### config.mk
export PLATFORM = sky130hd
export DESIGN_NAME = fwd_scoreboard_unit
export DESIGN_NICKNAME = d
export VERILOG_FILES = /design/src/rtl/fwd_scoreboard_unit.sv
export SDC_FILE = /design/constraint.sdc
export NUM_CORES = 1
export LEC_CHECK = 0
export BUFFER_PORTS_ARGS = -buffer_cell sky130_fd_sc_hd__buf_2
export CORE_MARGIN = 2
export CORE_UTILIZATION = 55
export CTS_CLUSTER_SIZE = 30
export DETAILED_ROUTE_END_ITERATION = 8
export GPL_TIMING_DRIVEN = 0
export PLACE_DENSITY_LB_ADDON = 0.08
export SKIP_LAST_GASP = 1
export SYNTH_ARGS = -nofsm -noshare
export SYNTH_HDL_FRONTEND = slang
export SYNTH_SLANG_ARGS = --single-unit
### constraint.sdc
create_clock -name CLK -period 12.72 [get_ports CLK]
set_clock_uncertainty 0.2 [all_clocks]
set_input_delay 3.816 -clock CLK [delete_from_list [all_inputs] [get_ports CLK]]
set_output_delay 3.816 -clock CLK [all_outputs]
set_load 0.02 [all_outputs]
### src/rtl/fwd_scoreboard_unit.sv
// Operand forwarding select and countdown-scoreboard hazard detection at the
// decode/execute boundary. Register 0 is never forwarded or tracked.
module fwd_scoreboard_unit #(
    parameter int NREG   = 32,
    parameter int AW     = 5,
    parameter int NSRC   = 2,
    parameter int NFWD   = 2,
    parameter int LD_LAT = 1,
    parameter int MC_LAT = 4,
    parameter int CW     = 3,
    parameter int SW     = 2
) (
    input  logic               CLK,
    input  logic               RST,
    input  logic               issue_valid,
    input  logic [NSRC*AW-1:0] issue_src,
    input  logic [NSRC-1:0]    issue_src_used,
    input  logic               issue_wr,
    input  logic [AW-1:0]      issue_dst,
    input  logic [1:0]         issue_kind,
    input  logic               flush,
    input  logic [NFWD-1:0]    stage_wr,
    input  logic [NFWD*AW-1:0] stage_dst,
    output logic [NSRC*SW-1:0] fwd_sel,
    output logic               stall,
    output logic               issue_fire,
    output logic               mc_busy,
    output logic [NREG-1:0]    pending
);

    typedef enum logic [1:0] {
        KIND_ALU  = 2'd0,
        KIND_LOAD = 2'd1,
        KIND_MC   = 2'd2,
        KIND_RSVD = 2'd3
    } kind_e;

    kind_e         kind;
    logic [CW-1:0] cnt_q [NREG];
    logic [CW-1:0] cnt_d [NREG];
    logic [CW-1:0] mc_cnt_q;
    logic [CW-1:0] mc_cnt_d;
    logic          raw_hit;
    logic          waw_hit;
    logic          struct_hit;
    logic [AW-1:0] src;
    logic [SW-1:0] sel;

    assign kind = kind_e'(issue_kind);

    // Stages are scanned oldest to youngest so the youngest matching stage wins.
    always_comb begin
        fwd_sel = '0;
        src     = '0;
        sel     = '0;
        for (int unsigned i = 0; i < NSRC; i++) begin
            src = issue_src[i*AW +: AW];
            sel = '0;
            if (issue_src_used[i] && src != '0) begin
                for (int unsigned j = 0; j < NFWD; j++) begin
                    if (stage_wr[NFWD-1-j] && stage_dst[(NFWD-1-j)*AW +: AW] == src)
                        sel = SW'(NFWD - j);
                end
            end
            fwd_sel[i*SW +: SW] = sel;
        end
    end

    always_comb begin
        raw_hit = 1'b0;
        for (int unsigned i = 0; i < NSRC; i++) begin
            if (issue_src_used[i] && issue_src[i*AW +: AW] != '0 &&
                cnt_q[issue_src[i*AW +: AW]] != '0)
                raw_hit = 1'b1;
        end
        waw_hit    = issue_wr && issue_dst != '0 && cnt_q[issue_dst] != '0;
        struct_hit = (kind == KIND_MC) && mc_cnt_q != '0;
        stall      = issue_valid && (raw_hit || waw_hit || struct_hit);
        issue_fire = issue_valid && !stall && !flush;
    end

    // Decrement-then-load ordering lets a fresh latency override the countdown.
    always_comb begin
        for (int unsigned r = 0; r < NREG; r++)
            cnt_d[r] = (cnt_q[r] != '0) ? cnt_q[r] - 1'b1 : '0;
        mc_cnt_d = (mc_cnt_q != '0) ? mc_cnt_q - 1'b1 : '0;
        if (issue_fire && issue_wr && issue_dst != '0) begin
            if (kind == KIND_LOAD)
                cnt_d[issue_dst] = CW'(LD_LAT);
            else if (kind == KIND_MC)
                cnt_d[issue_dst] = CW'(MC_LAT);
        end
        if (issue_fire && kind == KIND_MC)
            mc_cnt_d = CW'(MC_LAT);
        cnt_d[0] = '0;
    end

    always_ff @(posedge CLK) begin
        if (RST) begin
            for (int unsigned r = 0; r < NREG; r++)
                cnt_q[r] <= '0;
            mc_cnt_q <= '0;
        end else begin
            for (int unsigned r = 0; r < NREG; r++)
                cnt_q[r] <= cnt_d[r];
            mc_cnt_q <= mc_cnt_d;
        end
    end

    always_comb begin
        pending = '0;
        for (int unsigned r = 1; r < NREG; r++)
            pending[r] = (cnt_q[r] != '0);
    end

    assign mc_busy = (mc_cnt_q != '0);

endmodule

### After elaboration in Yosys (flattened, before gate mapping)

Memories as Yosys holds them, arrays and structs flattened.
Cells that the tools add are included.

| operators by class | value |
|---|---|
| equality and inequality tests | 6 |
| reduce and logical (&&, ||, !) cells | 61 |
| multiplexer cells | 81 |
| bitwise operators | 40 |
| order comparisons | 2 |
| add/subtract/negate cells | 32 |

Operators with widths:

| operator | count |
|---|---|
| $mux 93 | 3 |
| $mux 3 | 66 |
| $and 62x62->62 | 2 |
| $not 62->62 | 2 |
| $reduce_bool 3->1 | 35 |
| $sub 3x1->3 const B | 32 |
| $or 31x31->31 | 2 |
| $or 1x1->1 | 32 |
| $eq 5x5->1 | 4 |
| $logic_and 1x1->1 | 18 |
| $demux 3 s5 | 1 |
| $reduce_bool 5->1 | 3 |
| $mux 2 | 6 |
| $ge 6x6->1 const B | 1 |
| $lt 6x1->1 const B | 1 |
| $not 5->6 | 1 |
| $mux 1 | 5 |
| $reduce_or 3->1 | 1 |
| $eq 2x1->1 const B | 1 |
| $eq 2x2->1 const B | 1 |
| $logic_not 1->1 | 2 |
| $logic_or 1x1->1 | 2 |
| $not 1->1 | 1 |

| storage, ports and cells | value |
|---|---|
| bits in registers | 3 |
| input port bits | 36 |
| RAM bits | 96 |
| memories | 1 |

Memory list:

| memory | depth | bits a word | read ports | clocked after memory_dff | wr ports | RTL line | text |
|---|---|---|---|---|---|---|---|
| cnt_q | 32 | 3 | 34 | 0 | 32 | 39 | `logic [CW-1:0] cnt_q [NREG];` |

### Depth between registers and ports, before layout

| depth | value |
|---|---|
| word-level depth | 15 |
| depth in mapped cells | 12 |
| mapped depth without buffers | 9 |

### Least setup slack after synthesis

Ideal clock, no wire load.

| timing | value |
|---|---|
| path kind | in2out |
| from | input issue_src[1] |
| to | output stall |
| slack | 2,620 ps |
| stages on the path | 10 |
| data arrival time | 6,084 ps |
| cell sequence | buf_6 -> or2_4 -> a211oi_2 -> nor4_1 -> a22o_1 -> a2111o_1 -> and3_1 -> buf_2 -> buf_2 -> a21boi_0 |

| on the way | value |
|---|---|
| word-level cells in the longest chain between the ends | 8 |
| elaborated cells between the ends (all ways) | 10 |
| those cells by class | mux: 2; reduce/logical: 7; memory: 1 |

Ends and longest elaborated chain:

| item | RTL line | text |
|---|---|---|
| start, declared | 16 | `input logic [NSRC*AW-1:0] issue_src,` |
| $mem_v2 32x3 / $reduce_bool 5->1 (equally long branches) | n/a |  |
| $reduce_bool 3->1 / $logic_and 1x1->1 (equally long branches) | 73, 72 |  |
| $logic_and 1x1->1 * | 72 | `if (issue_src_used[i] && issue_src[i*AW +: AW] != '0 &&` |
| $mux 1 * (2 in a row) | 72 |  |
| $logic_or 1x1->1 * (2 in a row) | 78 | `stall = issue_valid && (raw_hit \|\| waw_hit \|\| struct_hit);` |
| $logic_and 1x1->1 * | 78 |  |
| end, declared | 25 | `output logic stall,` |

Mark *: on every way between the ends. The rest lies on a longest branch, timed or not.

### Worst setup path after layout

| timing | value |
|---|---|
| from | input issue_src[0] |
| to | output stall |

Same word-level chain as after synthesis.

==> impl_metrics.json <==
{
  "cp_max_fo": 10,
  "synth_edf_count": 0,
  "crit_arrival_ps": 6470,
  "place_area_mm2": 0.00709,
  "coreArea_mm2": 0.0116,
  "power.static_leakage_nw": 3.36,
  "finalSetupViolCount": 0,
  "grt_max_degree": 15,
  "synth_largest_area_cell": "dfxtp_1",
  "async_reset_ff_share_pct": 0,
  "fin_nets": 1025,
  "hp-class": "reg2reg",
  "synth_top_area_share_pct": 29.2,
  "ys_seq_area_share_pct": 29.2,
  "routed_wirelength_um": 22600,
  "antennaDiodeCount": 0,
  "power_frac_comb_pct": 16.3,
  "crit_type": "in2out",
  "die_y_um": 113,
  "numCtsBuffers": 9,
  "drive_gt1_share_pct": 12.9,
  "synth_area_leaders": "dfxtp_1, ha_1, inv_1",
  "period_share_pct": 82.4,
  "vias": 6755,
  "die_x_um": 113,
  "synth.distinct_cells": 66,
  "outcome": "finished, final reports clean",
  "boundaryPins": 75,
  "r2r_slack_ps": 9270,
  "cts.path.max_buffers": 2,
  "syn_to_final_growth_pct": 12.3,
  "viasPerCell": 6.28,
  "p_sw_share_pct": 28.7,
  "required_ps": 8700,
  "synth.cell_area_mm2": 0.00658,
  "instances_no_fill": 1075,
  "tns_ps": 0,
  "max_slew_margin_pct": 9.40,
  "ys_seq_elements": 96,
  "numPlacedInstances": 1059,
  "finalHoldViolations": 0,
  "p_per_area_mw_per_mm2": 94.9,
  "ant_nets": 0,
  "ys_warn_count": 0,
  "internal_power_mw": 0.501,
  "tritoncts": "done",
  "p_sw_mw": 0.201,
  "place_congestion": 0.987,
  "clk_latency_ps": 360,
  "drt_iter0_drc": 803,
  "synth_common_cells": "inv_1, dfxtp_1, nand2_1",
  "rsz0062_at_grt": "false",
  "hpwl_um": 17400,
  "ys_dominant_reg_cell": "dfxtp_1",
  "synth-simple-area-share_pct": 25.6,
  "layout_min_cycle_time_ps": 10490,
  "synth_top_family_by_area": "simple AND/OR/NAND/NOR gates",
  "grt_pass1_vias": 6420,
  "avgSynthCellArea_um2": 7.75,
  "worst_pin_slew_ps": 1350,
  "clock-sinks": 96,
  "synth_mux_area_share_pct": 1.94,
  "synth_fa_ha_area_share_pct": 11.8,
  "cts-root-buf": "clkbuf_16",
  "yosysMostFrequentCell": "inv_1",
  "max_freq_mhz": 95.4,
  "overflow": 0,
  "drt_pre_antenna_iters": 8,
  "grt.total_usage_pct": 35.5,
  "die_area_mm2": 0.0129,
  "cts-hold-fix-buffers": 0,
  "synth_cells": 850,
  "route.detailed.drc": 0,
  "synth_xor_area_share_pct": 2.66,
  "drt-wirelength-per-cell_um": 21.0,
  "grt_pass1_wl_um": 34600,
  "post_cts_buffers": 0,
  "drv_slew": 0,
  "cts.repair.resized": 0,
  "antenna_found_initial": 0,
  "crit_path_start_kind": "input pin",
  "finish.instance_area_mm2": 0.00739,
  "p_clk_share_pct": 40.3,
  "ctsHtreeMaxLevel": 3,
  "rows": 39,
  "syn_nets": 948,
  "synth_compound_area_share_pct": 19.3,
  "power.share.sequential_pct": 43.5,
  "clkTransAtPathRegs_ps": 70,
  "endpoint_kind": "output pin",
  "cap_violations": 0,
  "ir_worst_vdd_mv": 0.0759,
  "port_buffers": 66,
  "start_util_pct": 56.9
}
## final cells by class
type                    instances  area [µm²]
clock inverters                 2        37.5
inverters                     106         398
fillers                      1063        4170
flip-flops and latches         96        1920
repair buffers                 66         330
well taps                     143         179
plain buffers                  42         224
multi-input cells             606        4040
clock buffers                  14         264
## critical path, cell delays in order
cell      delay, ps
buf_2           160
buf_4           200
buf_2           210
a21oi_1         240
o21ai_0         170
and3_1          180
a2111o_1        490
and3_1          220
buf_2           160
buf_2           230
a21boi_0        190
buf_2           180
## state kept, by name (all words and copies together), names as in the netlist
register	cells
cnt_q	93
mc_cnt_q	3
## logic make-up (layout without fill, tap and decap cells)
logic type / Yosys count / in the layout
other: 1 / 1
muxes: 9 / 9
AOI/OAI and AO/OA: 174 / 174
xor gates and xnor gates: 20 / 20
and+or+nand+nor: 340 / 340
DFF: 96 / 96
adders and majority gates: 62 / 62
buffers and inverters: 148 / 230
## per-stage QoR
step / power (mW) / setup WS, ps / hold slack [ps] / util (%)
finish: 0.702 / 2230 / 226 / 63.9
global route: 0.721 / 2110 / 245 / 63.9
global placement: 0.420 / 2250 / 209 / 61.3
detailed placement: 0.422 / 2320 / 217 / 61.3
CTS: 0.700 / 2310 / 226 / 63.9
floorplan: 0.381 / 2620 / 201 / -
## layout by cell type, fill, tap and decap left out, drive strengths merged, types with 16 or more instances in the layout
cell | netlist | routed
clkbuf | 18 | 32
nand3 | 17 | 17
or3 | 18 | 18
nor4 | 31 | 31
nor2 | 67 | 67
nand2 | 88 | 88
xor2 | 16 | 16
nor3 | 64 | 64
buf | 24 | 90
inv | 106 | 106
dfxtp | 96 | 96
ha | 62 | 62
a21oi | 47 | 47
## layer usage
layer / GRT usage (%) / vias to the layer above / wire, µm
met5: 0 / - / 0
met4: 15.0 / 0 / 746
met3: 6.43 / 53 / 2270
met2: 56.4 / 380 / 10100
met1: 47.5 / 3168 / 9430
li1: - / 3154 / -
## worst paths after layout
kind	startpoint	to	cells past startpoint
max	issue_src[0]	stall	12
min	mc_cnt_q[0]	mc_cnt_q[0]	1
max reg2reg	cnt_q[22][2]	cnt_q[6][2]	8
min reg2reg	mc_cnt_q[0]	mc_cnt_q[0]	1
## power by group through the flow
stage / sequential, mW / combinational [mW] / clock [mW]
final: 0.305 / 0.114 / 0.283
after floorplan: 0.312 / 0.0692 / 0
after global placement: 0.312 / 0.108 / 0
after global routing: 0.305 / 0.120 / 0.296
after CTS: 0.305 / 0.110 / 0.285
after detailed placement: 0.312 / 0.110 / 0
Note: power is estimated with default switching activity, not from simulation.
